==> src/rtl/pipe_stage_skid.sv <==
// rtl/pipe_stage_skid.sv - two-entry skid pipeline stage with flush and bubble-cleared control
// Optional saturating stall/flush counters are built only when PIPE_STAGE_PERF_EN is defined.
module pipe_stage_skid #(
    parameter int DATA_W = 96,
    parameter int CTRL_W = 8,
    parameter int CNT_W  = 16
) (
    input  logic              CLK,
    input  logic              nRST,
    input  logic              flush,
    input  logic              in_valid,
    output logic              in_ready,
    input  logic [DATA_W-1:0] in_data,
    input  logic [CTRL_W-1:0] in_ctrl,
    output logic              out_valid,
    input  logic              out_ready,
    output logic [DATA_W-1:0] out_data,
    output logic [CTRL_W-1:0] out_ctrl,
    output logic [1:0]        occupancy,
    output logic [CNT_W-1:0]  stall_cnt,
    output logic [CNT_W-1:0]  flush_cnt
);

    typedef enum logic [1:0] {
        ST_EMPTY = 2'd0,
        ST_ONE   = 2'd1,
        ST_FULL  = 2'd2
    } state_t;

    state_t              state_q, state_d;
    logic [DATA_W-1:0]   head_data_q, head_data_d;
    logic [CTRL_W-1:0]   head_ctrl_q, head_ctrl_d;
    logic [DATA_W-1:0]   skid_data_q, skid_data_d;
    logic [CTRL_W-1:0]   skid_ctrl_q, skid_ctrl_d;
    logic                accept;
    logic                drain;

    // Handshake outputs depend on the state register only, never on out_ready.
    assign in_ready  = (state_q != ST_FULL);
    assign out_valid = (state_q != ST_EMPTY);
    assign out_data  = head_data_q;
    assign out_ctrl  = head_ctrl_q;
    assign occupancy = 2'(state_q);

    assign accept = in_valid & in_ready;
    assign drain  = out_valid & out_ready;

    always_comb begin
        state_d     = state_q;
        head_data_d = head_data_q;
        head_ctrl_d = head_ctrl_q;
        skid_data_d = skid_data_q;
        skid_ctrl_d = skid_ctrl_q;
        if (flush) begin
            // Payload is kept for debug visibility; only control is squashed.
            state_d     = ST_EMPTY;
            head_ctrl_d = '0;
        end else begin
            case (state_q)
                ST_EMPTY: begin
                    if (accept) begin
                        state_d     = ST_ONE;
                        head_data_d = in_data;
                        head_ctrl_d = in_ctrl;
                    end
                end
                ST_ONE: begin
                    if (accept && drain) begin
                        head_data_d = in_data;
                        head_ctrl_d = in_ctrl;
                    end else if (accept) begin
                        state_d     = ST_FULL;
                        skid_data_d = in_data;
                        skid_ctrl_d = in_ctrl;
                    end else if (drain) begin
                        state_d     = ST_EMPTY;
                        head_ctrl_d = '0;
                    end
                end
                ST_FULL: begin
                    if (drain) begin
                        state_d     = ST_ONE;
                        head_data_d = skid_data_q;
                        head_ctrl_d = skid_ctrl_q;
                    end
                end
                default: begin
                    state_d     = ST_EMPTY;
                    head_ctrl_d = '0;
                end
            endcase
        end
    end

    always_ff @(posedge CLK or negedge nRST) begin
        if (!nRST) begin
            state_q     <= ST_EMPTY;
            head_data_q <= '0;
            head_ctrl_q <= '0;
            skid_data_q <= '0;
            skid_ctrl_q <= '0;
        end else begin
            state_q     <= state_d;
            head_data_q <= head_data_d;
            head_ctrl_q <= head_ctrl_d;
            skid_data_q <= skid_data_d;
            skid_ctrl_q <= skid_ctrl_d;
        end
    end

`ifdef PIPE_STAGE_PERF_EN
    logic [CNT_W-1:0] stall_cnt_q, stall_cnt_d;
    logic [CNT_W-1:0] flush_cnt_q, flush_cnt_d;

    // Both counters saturate at all-ones instead of wrapping.
    always_comb begin
        stall_cnt_d = stall_cnt_q;
        flush_cnt_d = flush_cnt_q;
        if (out_valid && !out_ready && (stall_cnt_q != {CNT_W{1'b1}}))
            stall_cnt_d = stall_cnt_q + CNT_W'(1);
        if (flush && (state_q != ST_EMPTY) && (flush_cnt_q != {CNT_W{1'b1}}))
            flush_cnt_d = flush_cnt_q + CNT_W'(1);
    end

    always_ff @(posedge CLK or negedge nRST) begin
        if (!nRST) begin
            stall_cnt_q <= '0;
            flush_cnt_q <= '0;
        end else begin
            stall_cnt_q <= stall_cnt_d;
            flush_cnt_q <= flush_cnt_d;
        end
    end

    assign stall_cnt = stall_cnt_q;
    assign flush_cnt = flush_cnt_q;
`else
    assign stall_cnt = '0;
    assign flush_cnt = '0;
`endif

endmodule

==> config.mk <==
export PLATFORM = sky130hd
export DESIGN_NAME = pipe_stage_skid
export DESIGN_NICKNAME = d
export VERILOG_FILES = /design/src/rtl/pipe_stage_skid.sv
export SDC_FILE = /design/constraint.sdc
export NUM_CORES = 1
export LEC_CHECK = 0
export BUFFER_PORTS_ARGS = -buffer_cell sky130_fd_sc_hd__buf_2
export CAP_MARGIN = 40
export CORE_MARGIN = 1.5
export CORE_UTILIZATION = 53
export DETAILED_ROUTE_END_ITERATION = 8
export PLACE_DENSITY = 0.85
export REMOVE_ABC_BUFFERS = 1
export SYNTH_ARGS = -nofsm -noshare
export SYNTH_HDL_FRONTEND = slang
export SYNTH_SLANG_ARGS = --single-unit
==> constraint.sdc <==
create_clock -name CLK -period 2.4 [get_ports CLK]
set_input_delay 0.48 -clock CLK [delete_from_list [all_inputs] [get_ports CLK]]
set_output_delay 0.48 -clock CLK [all_outputs]
set_load 0.02 [all_outputs]
### Yosys cells after proc, flatten, opt, wreduce, memory -nomap -nowiden

Index checks and enable logic that the tools add are counted.

| storage, ports and cells | value |
|---|---|
| register bits after elaboration | 210 |
| bits in latches | 0 |
| bits in writable memories | 0 |
| bits in read-only memories | 0 |
| bits of input ports | 109 |
| output and inout bits | 140 |
| memories kept | 0 |

| operators by class | value |
|---|---|
| add/subtract/negate cells | 0 |
| multiply operators | 0 |
| divide/modulo/power cells | 0 |
| order comparisons | 0 |
| equality and inequality tests | 12 |
| shift operators | 0 |
| muxes and demuxes | 18 |
| bitwise gates (word level) | 4 |
| reductions and logical operators | 8 |

Operators by type and width:

| cell | count |
|---|---|
| 2-to-1 mux 96 bit | 3 |
| case mux 96 bit (3 select lines) | 1 |
| 2-to-1 mux 8 bit | 6 |
| case mux 8 bit (3 select lines) | 1 |
| 2-to-1 mux 2 bit | 6 |
| != test 4 bit, second input constant | 3 |
| AND reduction 4 bit | 3 |
| != test 3 bit, second input constant | 3 |
| != test 2 bit, second input constant | 4 |
| case mux 2 bit (3 select lines) | 1 |
| AND reduction 5 bit | 1 |
| nonzero test 3 bit | 1 |
| bitwise AND 1 bit | 2 |
| equality test 2 x 1 -> 1 bit, second input constant | 1 |
| equality test 2 bit, second input constant | 1 |
| zero test 2 bit | 1 |
| NOT 1 bit | 2 |
| nonzero test 2 bit | 1 |
| logical AND 1 bit | 1 |

### Depth between registers and ports, before layout

| logic depth | value |
|---|---|
| word-level depth | 7 |
| gate-level depth with buffers | 7 |
| gate-level depth less buffers | 4 |

### Worst setup path after synthesis

Ideal clock, no wire load.

| timing | value |
|---|---|
| path type | register to register |
| start | register state_q[1], in the netlist occupancy[1] |
| end | register head_data_q[2], in the netlist out_data[2] |
| library setup time | 0.127 ns |
| arrival | 1.786 ns |
| data required time | 2.273 ns |
| path slack | 0.487 ns |
| stages on the path, launching flop included | 6 |
| path buffers | 2 |
| period minus slack after synthesis | 1.913 ns |
| cell sequence | dfrtp_1 -> nor2b_1 -> buf_4 -> clkbuf_1 -> mux2_2 -> mux2_1 |

| on the way | value |
|---|---|
| cells in the longest elaborated chain, start to end | 5 |
| elaborated cells on any way between the ends | 14 |

Ends and longest elaborated chain:

| item | line | RTL |
|---|---|---|
| start, declared | 30 | `state_t state_q, state_d;` |
| start signal, assigned | 103 | `state_q <= state_d;` |
| != test 2 bit or nonzero test 2 bit (tied branches) | 39, 40 |  |
| bitwise AND 1 bit (on tied branches) | 45, 46 |  |
| logical AND 1 bit | 68 | `if (accept && drain) begin` |
| != test 2 bit (no line) | - |  |
| AND reduction 5 bit (no line) | - |  |
| end signal, assigned | 104 | `head_data_q <= head_data_d;` |
| end, declared | 31 | `logic [DATA_W-1:0] head_data_q, head_data_d;` |

Several ways; a longest one is shown, not always the timed one.
A chain may end at the register's enable or synchronous reset.

### Worst setup path after layout

| timing | value |
|---|---|
| start | register state_q[1], in the netlist occupancy[1] |
| end | output in_ready |

| on the way | value |
|---|---|
| cells in the longest elaborated chain, start to end | 1 |

Ends and longest elaborated chain:

| item | line | RTL |
|---|---|---|
| != test 2 bit | 39 | `assign in_ready = (state_q != ST_FULL);` |
| end, declared | 12 | `output logic in_ready,` |

Every way passes these cells.

==> flow_summary_export.csv <==
group,metric,value,unit
outcome,status,"finished clean",
cts,cts_setup_buffers,0,
layout,diodes,0,
logic_synthesis,synth_edf_count,0,
logic_synthesis,synth.cell_area,9460,sq um
place,hpwlAfterDp,12.2,mm
place,dpl_cell_area,10700,sq um
layout,final_area,11400,sq um
worst_setup_path,crit_path_end_kind,"output port",
cts,cts_hold_buf,1,
sta,setup_viol,0,
worst_setup_path,critical_path_arrival,1.78,ns
layout,final_util,65.9,%
layout,fin_nets,939,
worst_setup_path,critPathLaunchType,"flop",
global_route,gr-total-overflow,0,
cts,cts_sinks,210,
min_path,hold_depth,2,
place,placedCellCount,1030,
floorplanning,dieArea,18700,sq um
cts,cts_buffers,22,
power,peakVddDrop,674,uV
sta,skew,0.00956,ns
worst_setup_path,critical-path-top-delay-family,"buffers and inverters",
global_route,grt_pass1_wl,29.8,mm
layout,layout.cells.non_filler,1069,
sta,hold_viol,0,
worst_setup_path,required,1.92,ns
detailed_routing,dr_total_vias,5690,
min_path,hp-class,"primary input to flop",
logic_synthesis,ys.flop_type,"dfrtp_1",
worst_setup_path,critPathMaxFanout,55,
detailed_routing,vias_per_cell,5.32,
place,place.gp.congestion,0.767,
worst_setup_path,crit_chain,"nor2b_4 -> buf_12 -> inv_1 -> buf_2",
place,io_buffers,216,
floorplanning,floorplan.initialDensity,54.5,%
cts,clock-root-buffer,"clkbuf_16",
floorplanning,die_width,137,um
worst_setup_path,critPathSlowestCell,"dfrtp_1",
floorplanning,coreArea,17400,sq um
power,p_leak,5.27,nW
logic_synthesis,yosysUniqueCellTypes,29,
global_route,grt_max_degree,62,
sta,slew_headroom,64.7,%
layout,fillers,1271,
cts,htree_levels,1,
cts,tritoncts,"done",
detailed_routing,postRouteAntennaNets,0,
global_route,antenna_found_initial,0,
global_route,first_global_vias,5965,
detailed_routing,drc,0,
floorplanning,row_count,48,
floorplanning,io_pins,249,
logic_synthesis,synth_warnings,0,
run,maxCapViolCount,0,
logic_synthesis,syn_area_per_cell,15.5,sq um
logic_synthesis,syn_inst,611,
layout,drive_above_1_share,66.6,%
worst_setup_path,slowest_delay,0.47,ns
floorplanning,die_h,137,um
sta,report.final.slew_viol_count,0,
detailed_routing,wl,18.6,mm
logic_synthesis,synth_seq_area_share,55.6,%
sta,fmax,442,MHz
sta,worst_slew_pin_slew,0.530,ns
worst_setup_path,path_buf_inv,3,
sta,rsz0062_at_grt,"no",
sta,period_minus_slack,2.26,ns
cts,clkTransAtPathRegs,0.07,ns
detailed_routing,drt-initial-drc-count,150,
cts,cts_resized,0,
sta,fin_crit_sh,94.3,%
detailed_routing,wl_per_cell,17.4,um
worst_setup_path,worstSetupPathType,"flop to output port",
power,powerDensity,924,nW/um^2
logic_synthesis,synth-seq-cells,210,
logic_synthesis,async_flop_share,100,%
worst_setup_path,reg2reg_slack,0.44,ns
cts,cts_buffer_depth,3,
global_route,grt_use_total,19.9,%
detailed_routing,first_pass_iters,4,
layout,area_growth,20.9,%
cts,clk_latency,0.50,ns
worst_setup_path,path_depth,4,
worst_setup_path,reg2regPathDepth,5,
==> kinds of logic (layout without fill, tap and decap cells) <==
logic type	Yosys count	count (layout)	synth area share (%)
AOI/OAI and AO/OA	24	24	2.21
and+or+nand+nor	12	12	0.768
muxes	296	296	36.0
DFF	210	210	55.6
buffers and inverters	68	270	5.36
other	1	32	0.0397
==> final cells by class <==
class	count	area [sq um]	area share [%]
multi-input cells	364	3820	33.4
clock buffers	30	632	5.53
well taps	225	282	2.46
repair buffers	230	1310	11.5
inverters	2	7.51	0.0657
flip-flops and latches	210	5260	46.0
clock inverters	8	124	1.08
==> metrics by stage <==
| stage | TNS (ns) | worst slack, ns | total power [mW] | hold slack (ns) |
|---|---|---|---|---|
| 6_report | 0 | 0.137 | 10.6 | 0.222 |
| 3_3_place_gp | 0 | 0.347 | 6.97 | 0.463 |
| 5_1_grt | 0 | 0.0386 | 11.1 | 0.211 |
| 2_1_floorplan | -888.56 | -5.61 | 6.27 | 0.184 |
| 3_5_place_dp | 0 | 0.328 | 7.10 | 0.474 |
| 4_1_cts | 0 | 0.106 | 10.7 | 0.205 |
==> worst reg2reg max path: cells and delay by family (launching register included) <==
kind	cells	cell delay, ns
flip-flops	1	0.46
AO/OA/AOI/OAI	1	0.23
multiplexers	1	0.44
AND/OR/NAND/NOR	2	0.41
buffers and inverters	1	0.29
==> metal layers <==
layer | global-route usage, % | part of all wire, % | up-vias
met5 | 0 | 0 | -
met4 | 5.08 | 2.4 | 0
met3 | 5.22 | 7.7 | 27
met2 | 34.0 | 48 | 195
met1 | 25.2 | 41 | 2895
li1 | - | - | 2573
==> path summary, 6_finish.rpt <==
path | to | start
worst max-delay path | in_ready | occupancy[1]$_DFFE_PN0P_
worst min-delay path | skid_data_q[70]$_DFFE_PN0P_ | in_data[70]
worst max register to register | out_data[50]$_DFFE_PN0P_ | occupancy[1]$_DFFE_PN0P_
worst min register to register | out_ctrl[6]$_DFFE_PN0P_ | out_ctrl[6]$_DFFE_PN0P_
max in group asynchronous | skid_data_q[4]$_DFFE_PN0P_ | nRST
min in group asynchronous | occupancy[1]$_DFFE_PN0P_ | nRST
==> synth_stat cells, types with 2 or more instances <==
cell | instances | area share (%)
a32o_1 | 8 | 0.85
mux2_4 | 20 | 3.2
a22o_1 | 8 | 0.74
a21oi_1 | 3 | 0.16
nor2b_1 | 2 | 0.13
buf_6 | 12 | 1.4
mux2_2 | 274 | 33
buf_4 | 36 | 2.9
clkbuf_1 | 3 | 0.12
nand2_1 | 3 | 0.12
buf_2 | 13 | 0.69
o21ai_0 | 2 | 0.11
mux2_1 | 2 | 0.24
dfrtp_1 | 210 | 56
==> power breakdown <==
part | internal (mW) | leakage, nW | switching, mW
combinational | 1.12 | 2.37 | 1.10
clock | 2.17 | 0.365 | 1.37
sequential | 4.39 | 2.54 | 0.419
==> state kept, by name (all words and copies together) (netlist names) <==
signal	flops
skid_ctrl_q	8
skid_data_q	96
occupancy	2
out_ctrl	8
out_data	96
==> cells in the final DEF (no fill, tap or decap), drive strengths merged <==
| master | netlist | final |
|---|---|---|
| clkbuf | 4 | 31 |
| nand2 | 4 | 4 |
| a32o | 8 | 8 |
| clkinv | 1 | 3 |
| nand2b | 1 | 1 |
| or2 | 1 | 1 |
| conb | 1 | 32 |
| o2bb2a | 1 | 1 |
| o21ai | 2 | 2 |
| buf | 62 | 228 |
| nor3b | 1 | 1 |
| bufinv | 0 | 3 |
| clkinvlp | 0 | 2 |
| dfrtp | 210 | 210 |
| a21oi | 4 | 4 |
| o211ai | 1 | 1 |
| mux2 | 296 | 296 |
| inv | 1 | 2 |
| nor2b | 2 | 2 |
| nor3 | 1 | 1 |
| and3b | 1 | 1 |
| nor2 | 1 | 1 |
| a22o | 8 | 8 |
| dlygate4sd3 | 0 | 1 |
(Power assumes the default switching activity.)
